==> src/rtl/gtwizard_0_tx_startup_sequencer.sv <==
// -----------------------------------------------------------------------------
// gtwizard_0_tx_startup_sequencer
//
// Brings up the QPLL and the GT transmitter after the common reset stage.
// On START it pulses QPLLRESET, waits for QPLL lock, then pulses GTTXRESET and
// asserts TXUSERRDY. It reports completion once TXRESETDONE is seen. Timeouts
// retry the whole sequence a bounded number of times before giving up. Loss of
// lock after completion restarts the sequence automatically.
//
// Ports
//   STABLE_CLOCK       in   free-running stable clock, all logic on rising edge
//   SOFT_RESET         in   asynchronous active-high reset of all state
//   START              in   synchronous start/restart request (level, INIT/DONE/FAILED)
//   QPLLLOCK           in   asynchronous QPLL lock, synchronised internally
//   TXRESETDONE        in   asynchronous GT TX reset done, synchronised internally
//   QPLLRESET          out  QPLL reset pulse
//   GTTXRESET          out  GT TX reset
//   TXUSERRDY          out  TX user clock ready
//   TX_FSM_RESET_DONE  out  sequence complete
//   FAIL               out  retries exhausted (sticky until START)
//   RETRY_COUNT        out  failed attempts in the current sequence
// -----------------------------------------------------------------------------
module gtwizard_0_tx_startup_sequencer #(
    parameter int STABLE_CLOCK_PERIOD = 8,
    parameter int RESET_PULSE_CYCLES  = 4,
    parameter int LOCK_WAIT_CYCLES    = 1024,
    parameter int DONE_WAIT_CYCLES    = 1024,
    parameter int MAX_RETRIES         = 3
) (
    input  logic       STABLE_CLOCK,
    input  logic       SOFT_RESET,
    input  logic       START,
    input  logic       QPLLLOCK,
    input  logic       TXRESETDONE,
    output logic       QPLLRESET,
    output logic       GTTXRESET,
    output logic       TXUSERRDY,
    output logic       TX_FSM_RESET_DONE,
    output logic       FAIL,
    output logic [3:0] RETRY_COUNT
);

    // Reject parameter sets the counters cannot represent.
    if (STABLE_CLOCK_PERIOD < 1 || RESET_PULSE_CYCLES < 1 ||
        LOCK_WAIT_CYCLES < 2 || LOCK_WAIT_CYCLES >= 65536 ||
        DONE_WAIT_CYCLES < 2 || DONE_WAIT_CYCLES >= 65536 ||
        RESET_PULSE_CYCLES >= 65536 ||
        MAX_RETRIES < 1 || MAX_RETRIES > 15) begin : g_bad_params
        $error("gtwizard_0_tx_startup_sequencer: parameter out of range");
    end

    localparam logic [15:0] PULSE_LAST = 16'(RESET_PULSE_CYCLES - 1);
    localparam logic [15:0] LOCK_LAST  = 16'(LOCK_WAIT_CYCLES - 1);
    localparam logic [15:0] DONE_LAST  = 16'(DONE_WAIT_CYCLES - 1);
    localparam logic [3:0]  RETRY_MAX  = 4'(MAX_RETRIES);

    typedef enum logic [2:0] {
        ST_INIT             = 3'd0,
        ST_ASSERT_PLL_RESET = 3'd1,
        ST_WAIT_PLL_LOCK    = 3'd2,
        ST_ASSERT_GT_RESET  = 3'd3,
        ST_WAIT_RESET_DONE  = 3'd4,
        ST_DONE             = 3'd5,
        ST_FAILED           = 3'd6
    } state_t;

    state_t      state;
    state_t      next_state;
    logic [15:0] cycle_cnt;
    logic [3:0]  retry_next;
    logic [3:0]  retry_inc;
    logic        timeout;

    logic lock_meta;
    logic lock_s;
    logic done_meta;
    logic done_s;

    // Two-flop synchronisers for the asynchronous status pins.
    // NOTE: sequential state always uses non-blocking assignments so every
    // flop samples the pre-edge value of its source; blocking here would
    // collapse the two synchroniser stages into one.
    always_ff @(posedge STABLE_CLOCK or posedge SOFT_RESET) begin
        if (SOFT_RESET) begin
            lock_meta <= 1'b0;
            lock_s    <= 1'b0;
            done_meta <= 1'b0;
            done_s    <= 1'b0;
        end else begin
            lock_meta <= QPLLLOCK;
            lock_s    <= lock_meta;
            done_meta <= TXRESETDONE;
            done_s    <= done_meta;
        end
    end

    // Next-state and retry bookkeeping.
    always_comb begin
        // NOTE: every variable gets a default before the case so no path
        // leaves it unassigned, which would otherwise infer a latch.
        next_state = state;
        retry_next = RETRY_COUNT;
        timeout    = 1'b0;
        retry_inc  = (RETRY_COUNT >= RETRY_MAX) ? RETRY_MAX : RETRY_COUNT + 4'd1;

        case (state)
            ST_INIT: begin
                if (START) begin
                    next_state = ST_ASSERT_PLL_RESET;
                    retry_next = '0;
                end
            end
            ST_ASSERT_PLL_RESET: begin
                if (cycle_cnt == PULSE_LAST) next_state = ST_WAIT_PLL_LOCK;
            end
            ST_WAIT_PLL_LOCK: begin
                // Lock arriving on the last counted cycle still wins.
                if (lock_s)                      next_state = ST_ASSERT_GT_RESET;
                else if (cycle_cnt == LOCK_LAST) timeout    = 1'b1;
            end
            ST_ASSERT_GT_RESET: begin
                next_state = ST_WAIT_RESET_DONE;
            end
            ST_WAIT_RESET_DONE: begin
                // Losing lock invalidates any done indication, so it is checked first.
                if (!lock_s)                     timeout    = 1'b1;
                else if (done_s)                 next_state = ST_DONE;
                else if (cycle_cnt == DONE_LAST) timeout    = 1'b1;
            end
            ST_DONE: begin
                if (!lock_s || START) begin
                    next_state = ST_ASSERT_PLL_RESET;
                    retry_next = '0;
                end
            end
            ST_FAILED: begin
                if (START) begin
                    next_state = ST_ASSERT_PLL_RESET;
                    retry_next = '0;
                end
            end
            default: next_state = ST_INIT;
        endcase

        if (timeout) begin
            retry_next = retry_inc;
            next_state = (retry_inc == RETRY_MAX) ? ST_FAILED : ST_ASSERT_PLL_RESET;
        end
    end

    // State register and cycle counter. The counter restarts on every state
    // change and only runs in the timed states.
    always_ff @(posedge STABLE_CLOCK or posedge SOFT_RESET) begin
        if (SOFT_RESET) begin
            state     <= ST_INIT;
            cycle_cnt <= '0;
        end else begin
            state <= next_state;
            if (next_state != state) begin
                cycle_cnt <= '0;
            end else if (state == ST_ASSERT_PLL_RESET || state == ST_WAIT_PLL_LOCK ||
                         state == ST_WAIT_RESET_DONE) begin
                cycle_cnt <= cycle_cnt + 16'd1;
            end else begin
                cycle_cnt <= '0;
            end
        end
    end

    // Outputs are decoded from next_state so each registered output is valid
    // in the first cycle the FSM spends in the new state.
    always_ff @(posedge STABLE_CLOCK or posedge SOFT_RESET) begin
        if (SOFT_RESET) begin
            QPLLRESET         <= 1'b0;
            GTTXRESET         <= 1'b1;
            TXUSERRDY         <= 1'b0;
            TX_FSM_RESET_DONE <= 1'b0;
            FAIL              <= 1'b0;
            RETRY_COUNT       <= '0;
        end else begin
            QPLLRESET         <= (next_state == ST_ASSERT_PLL_RESET);
            GTTXRESET         <= !(next_state == ST_WAIT_RESET_DONE || next_state == ST_DONE);
            TXUSERRDY         <= (next_state == ST_WAIT_RESET_DONE || next_state == ST_DONE);
            TX_FSM_RESET_DONE <= (next_state == ST_DONE);
            FAIL              <= (next_state == ST_FAILED);
            RETRY_COUNT       <= retry_next;
        end
    end

endmodule

==> config.mk <==
export PLATFORM = sky130hd
export DESIGN_NAME = gtwizard_0_tx_startup_sequencer
export DESIGN_NICKNAME = d
export VERILOG_FILES = /design/src/rtl/gtwizard_0_tx_startup_sequencer.sv
export SDC_FILE = /design/constraint.sdc
export NUM_CORES = 1
export LEC_CHECK = 0
export CORE_MARGIN = 8
export CORE_UTILIZATION = 50
export DETAILED_ROUTE_END_ITERATION = 8
export PLACE_DENSITY_LB_ADDON = 0.25
export SLEW_MARGIN = 20
export SYNTH_ARGS = -nofsm -noshare
export SYNTH_HDL_FRONTEND = slang
export SYNTH_SLANG_ARGS = --single-unit
==> constraint.sdc <==
create_clock -name STABLE_CLOCK -period 2.82 [get_ports STABLE_CLOCK]
set_input_delay 0.282 -clock STABLE_CLOCK [delete_from_list [all_inputs] [get_ports STABLE_CLOCK]]
set_output_delay 0.282 -clock STABLE_CLOCK [all_outputs]
set_load 0.01 [all_outputs]
; Word-level counts from Yosys, hierarchy flattened
; Index checks and enable logic that the tools add are counted.
[op_classes]
eq_ne = 16
muxes = 21
n_reduce_logical = 10
n_lt_le_gt_ge = 1
add_sub_neg = 2
[ops]
columns = cell, count
row1 = $mux 16, 2
row2 = $mux 3, 8
row3 = $eq 3x3->1 const B, 6
row4 = $pmux 3 s6, 1
row5 = $add 16x1->16 const B, 1
row6 = $eq 16x10->1 const B, 1
row7 = $eq 16x2->1 const B, 1
row8 = $mux 4, 4
row9 = $pmux 4 s2, 1
row10 = $eq 3x1->1 const B, 2
row11 = $eq 3x2->1 const B, 2
row12 = $add 4x1->4 const B, 1
row13 = $eq 4x2->1 const B, 1
row14 = $ge 4x2->1 const B, 1
row15 = $logic_or 1x1->1, 4
row16 = $mux 1, 4
row17 = $logic_not 3->1, 1
row18 = $ne 3x1->1 const B, 1
row19 = $ne 3x3->1, 1
row20 = $ne 3x3->1 const B, 1
row21 = $reduce_and 3->1, 1
row22 = $reduce_bool 3->1, 1
row23 = $logic_not 1->1, 2
row24 = $pmux 1 s2, 1
row25 = $reduce_or 2->1, 1
[word_totals]
elab_cells = 62
reg_bits = 32
out_inout_bits = 9

; Depth between registers and ports, before layout
[logic_depth]
ltp_word = 9
ltp_mapped = 9

; Worst setup path before layout
; Ideal clock, no wire load.
[synth_path]
kind = flip-flop to flip-flop
start = reg cycle_cnt[0]
end = reg cycle_cnt[10]
arrival_ns = 2.145
required_time_ns = 2.696
slack_ns = 0.551
path_stages_with_launch = 10
n_path_buf = 2
synth_period_minus_slack_ns = 2.269
setup_time_ns = 0.124
cell_sequence = dfrtp_1 -> ha_1 -> nand3_1 -> nand4bb_1 -> a211oi_2 -> buf_6 -> nand2_1 -> a311oi_4 -> buf_6 -> nor4_1
[synth_between]
elab_chain_cells = 8
word_cells_on_any_way = 14
classes_between = add/sub: 1 / eq/ne: 3 / mux: 10
[synth_rtl]
columns = item, line
row1 = "start, declared", 69  ; logic [15:0] cycle_cnt;
row2 = "start signal, assigned", 163  ; cycle_cnt <= cycle_cnt + 16'd1;
row3 = $eq 16x10->1, "119, 128"
row4 = $mux 1, "119, 128"
row5 = $mux 1, 127  ; else if (done_s) next_state = ST_DONE;
row6 = $mux 1, 126  ; if (!lock_s) timeout = 1'b1;
row7 = $pmux 1 s2, 106  ; case (state)
row8 = $mux 3, 145  ; if (timeout) begin
row9 = $ne 3x3->1, 159  ; if (next_state != state) begin
row10 = $mux 16 *, 159
; Mark *: on every way between the ends. The rest lies on a longest branch, timed or not.
; A chain may end at the register's enable or synchronous reset.

; Worst setup path in the final report
[layout_path]
start = reg cycle_cnt[0]
end = reg cycle_cnt[12]
; Same word-level chain as after synthesis.

==> flow_summary_export.csv <==
group,metric,value,unit
outcome,outcome,"finished, final reports clean",
grt,grt_pass1_vias,1274,
pwr,swShare,38.0,%
pwr,seq_power_share,44.4,%
critical_path,worstSetupPathType,"flop to flop",
worst_hold_path,hold_class,"input port to async pin",
layout,final.fill_count,297,
timing,slew_violations,0,
critical_path,cp_data_required_time,3.06,ns
cts,post_cts_buffers,0,
floorplan,pin_count,14,
logic_synthesis,synthDistinctLibCells,44,
timing,max_freq,0.402,GHz
grt,grt_start_max_net_pins,18,
timing,finalSetupViolations,0,
placed_design,placedCellCount,222,
grt,grt_pass1_wl,5850,um
detailed_routing,avgRoutedWirePerCell,14.9,um
timing,final.setup.worst_slack,0.332,ns
critical_path,r2r-start,"cycle_cnt[0]",
timing,relSlewSlack,57.5,%
critical_path,startpoint,"cycle_cnt[0]",
layout,stdcell_count,230,
timing,post-route-min-period,2.49,ns
cts,h-tree-depth,2,
timing,skew,0.0168,ns
placed_design,routabilityCongestion,0.899,
timing,max_slew.worst_pin.slew,0.637,ns
layout,n_antenna_cell,0,
timing,rsz0062_at_grt,"false",
detailed_routing,routed_wl,3440,um
pwr,p_int,0.775,mW
floorplan,dieArea,0.00554,sq mm
logic_synthesis,syn_avg_cell_area,10.3,sq um
pwr,ir_drop,343,uV
logic_synthesis,synth_cells,166,
floorplan,die_height,74.4,um
logic_synthesis,synth_area,0.00171,sq mm
pwr,power.share.combinational,36.0,%
detailed_routing,drtPass1Iterations,4,
grt,antenna_found_initial,0,
floorplan,start_util,51.6,%
critical_path,crit_arrival,2.72,ns
cts,cts_hold_buffers,0,
critical_path,critPathCaptureType,"flop",
layout,nets,190,
cts,numCtsBuffers,5,
pwr,p_leak,0.779,nW
placed_design,port_buffers,13,
pwr,p_switching,0.475,mW
pwr,clkPwrFrac,19.6,%
timing,setup_tns,0,ns
floorplan,core_area,0.00331,sq mm
logic_synthesis,syn_nets,173,
critical_path,reg2reg_setup_slack,0.33,ns
logic_synthesis,synth-seq-area-share,47.0,%
cts,clockBufferDepth,2,
logic_synthesis,ys_warn_count,0,
placed_design,post_dp_cell_area,0.00187,sq mm
placed_design,dp_slack,0.366,ns
cts,cts_root_buf,"clkbuf_4",
detailed_routing,ant_nets,0,
cts,clk_pin_slew,0.10,ns
logic_synthesis,synth-seq-cells,32,
timing,hold_viol,0,
detailed_routing,vias,1331,
timing,hold_slack,0.312,ns
cts,insertion_delay,0.34,ns
grt,gr-total-overflow,0,
run,drv_cap,0,
detailed_routing,drc,0,
pwr,cellPowerDensity,650,mW/mm^2
cts,tritoncts,"yes",
grt,grtUsageTotal,14.1,%
layout,stdcell_area,0.00192,sq mm
cts,cts_resized,0,
cts,cts_num_sinks,32,
detailed_routing,first_iter_violations,148,
placed_design,dp_hpwl,2500,um
floorplan,row_count,21,
critical_path,crit_path_max_fanout,16,
timing,period_share,88.2,%
floorplan,die_w,74.4,um
critical_path,cp-start-kind,"flop",
detailed_routing,viasPerCell,5.79,
layout,area_growth,12.5,%
layout,drive_gt1_share,12.5,%
-- through the flow --
stage	util [%]	total power, mW
finish	58.0	1.25
global route	58.0	1.32
CTS	58.0	1.25
detailed placement	56.5	1.01
global placement	56.5	0.990
floorplan	-	0.911
-- sequential cells by signal (all words and copies together), names as in the netlist --
register / flops
lock_meta: 1
FAIL: 1
GTTXRESET: 1
state: 3
QPLLRESET: 1
done_s: 1
done_meta: 1
TX_FSM_RESET_DONE: 1
RETRY_COUNT: 4
cycle_cnt: 16
TXUSERRDY: 1
lock_s: 1
-- placed cells by master, fill, tap and decap left out, drive strengths merged, types with 2 or more instances in the layout --
| master | instances |
|---|---|
| and2 | 3 |
| xor2 | 5 |
| a21oi | 8 |
| nor4 | 16 |
| xnor2 | 9 |
| nand2 | 8 |
| clkdlybuf4s50 | 13 |
| o21ai | 4 |
| ha | 2 |
| buf | 5 |
| nand4 | 3 |
| clkbuf | 7 |
| a211oi | 3 |
| o211ai | 4 |
| inv | 11 |
| nand3 | 7 |
| nand2b | 2 |
| o21a | 3 |
| dfrtp | 31 |
| a311oi | 2 |
| a2111oi | 2 |
| nor2 | 13 |
| nor3 | 6 |
| nor3b | 2 |
| or2 | 2 |
-- worst max-delay path, stage by stage (launching register included) --
cell and delay [ns]:
dfrtp_1 0.43, ha_1 0.26, nand3_1 0.17, nand4bb_1 0.18, a211oi_2 0.08, buf_4 0.20, a2111oi_2 0.47, a311oi_4 0.08
buf_4 0.23, nor4_1 0.28
-- layout make-up --
cell class	count	area [sq um]	area share (%)
well taps	46	57.6	2.99
clock inverters	1	5.00	0.260
inverters	11	41.3	2.15
repair buffers	18	168	8.72
multi-input cells	115	803	41.8
clock buffers	7	45.0	2.34
flip-flops and latches	32	802	41.7
-- Yosys cell counts, drive strengths merged --
cell,instances,area [sq um]
nor2,13,51.3
and4bb,1,12.5
nor3,6,30.0
a21oi,8,40.0
nand3,7,35.0
and2,3,21.3
nand4bb,1,11.3
nand4,3,25.0
ha,2,25.0
a211oi,3,37.5
o21ai,4,20.0
and3b,1,8.76
a311oi,2,35.0
dfrtp,31,776
nor3b,2,15.0
o211ai,4,30.0
xnor2,9,78.8
dfstp,1,26.3
a221oi,1,8.76
and4,1,8.76
nor4,16,100
o21a,3,22.5
xor2,5,43.8
a2111oi,2,42.5
inv,11,41.3
nand2b,2,12.5
nand2,8,30.0
o41ai,1,8.76
a22o,1,8.76
a31oi,1,6.26
nor4b,1,8.76
buf,8,61.3
or3,1,6.26
nor2b,1,6.26
or2,2,12.5
-- final timing paths --
kind / to / cells after the start
max in group asynchronous: GTTXRESET / 3
min in group STABLE_CLOCK: done_s / 0
hold reg to reg: done_s / 0
setup / recovery: cycle_cnt[12] / 9
hold / removal: cycle_cnt[6] / 2
setup reg to reg: cycle_cnt[12] / 9
-- logic make-up after synthesis --
kind of cell	after synthesis	share of synthesized area [%]
adder cells (fa/ha/maj)	2	1.46
XOR/XNOR	14	7.18
buffers and inverters	19	6.01
AND/OR/NAND/NOR	69	23.2
AO/OA/AOI/OAI	30	15.2
flip-flops	32	47.0
-- routing by layer --
layer	part of all wire, %	global-route usage (%)	vias up
met3	6.5	5.12	9
met1	44	18.2	641
met5	0	0	-
met4	2.1	6.30	0
li1	-	-	639
met2	47	20.4	42
-- power groups by stage --
stage | combinational, mW | sequential (mW) | clock [mW]
final | 0.450 | 0.554 | 0.245
after global routing | 0.489 | 0.562 | 0.271
after CTS | 0.448 | 0.552 | 0.253
after detailed placement | 0.448 | 0.561 | 0
after global placement | 0.432 | 0.558 | 0
after floorplan | 0.376 | 0.535 | 0
(Power assumes the default switching activity.)
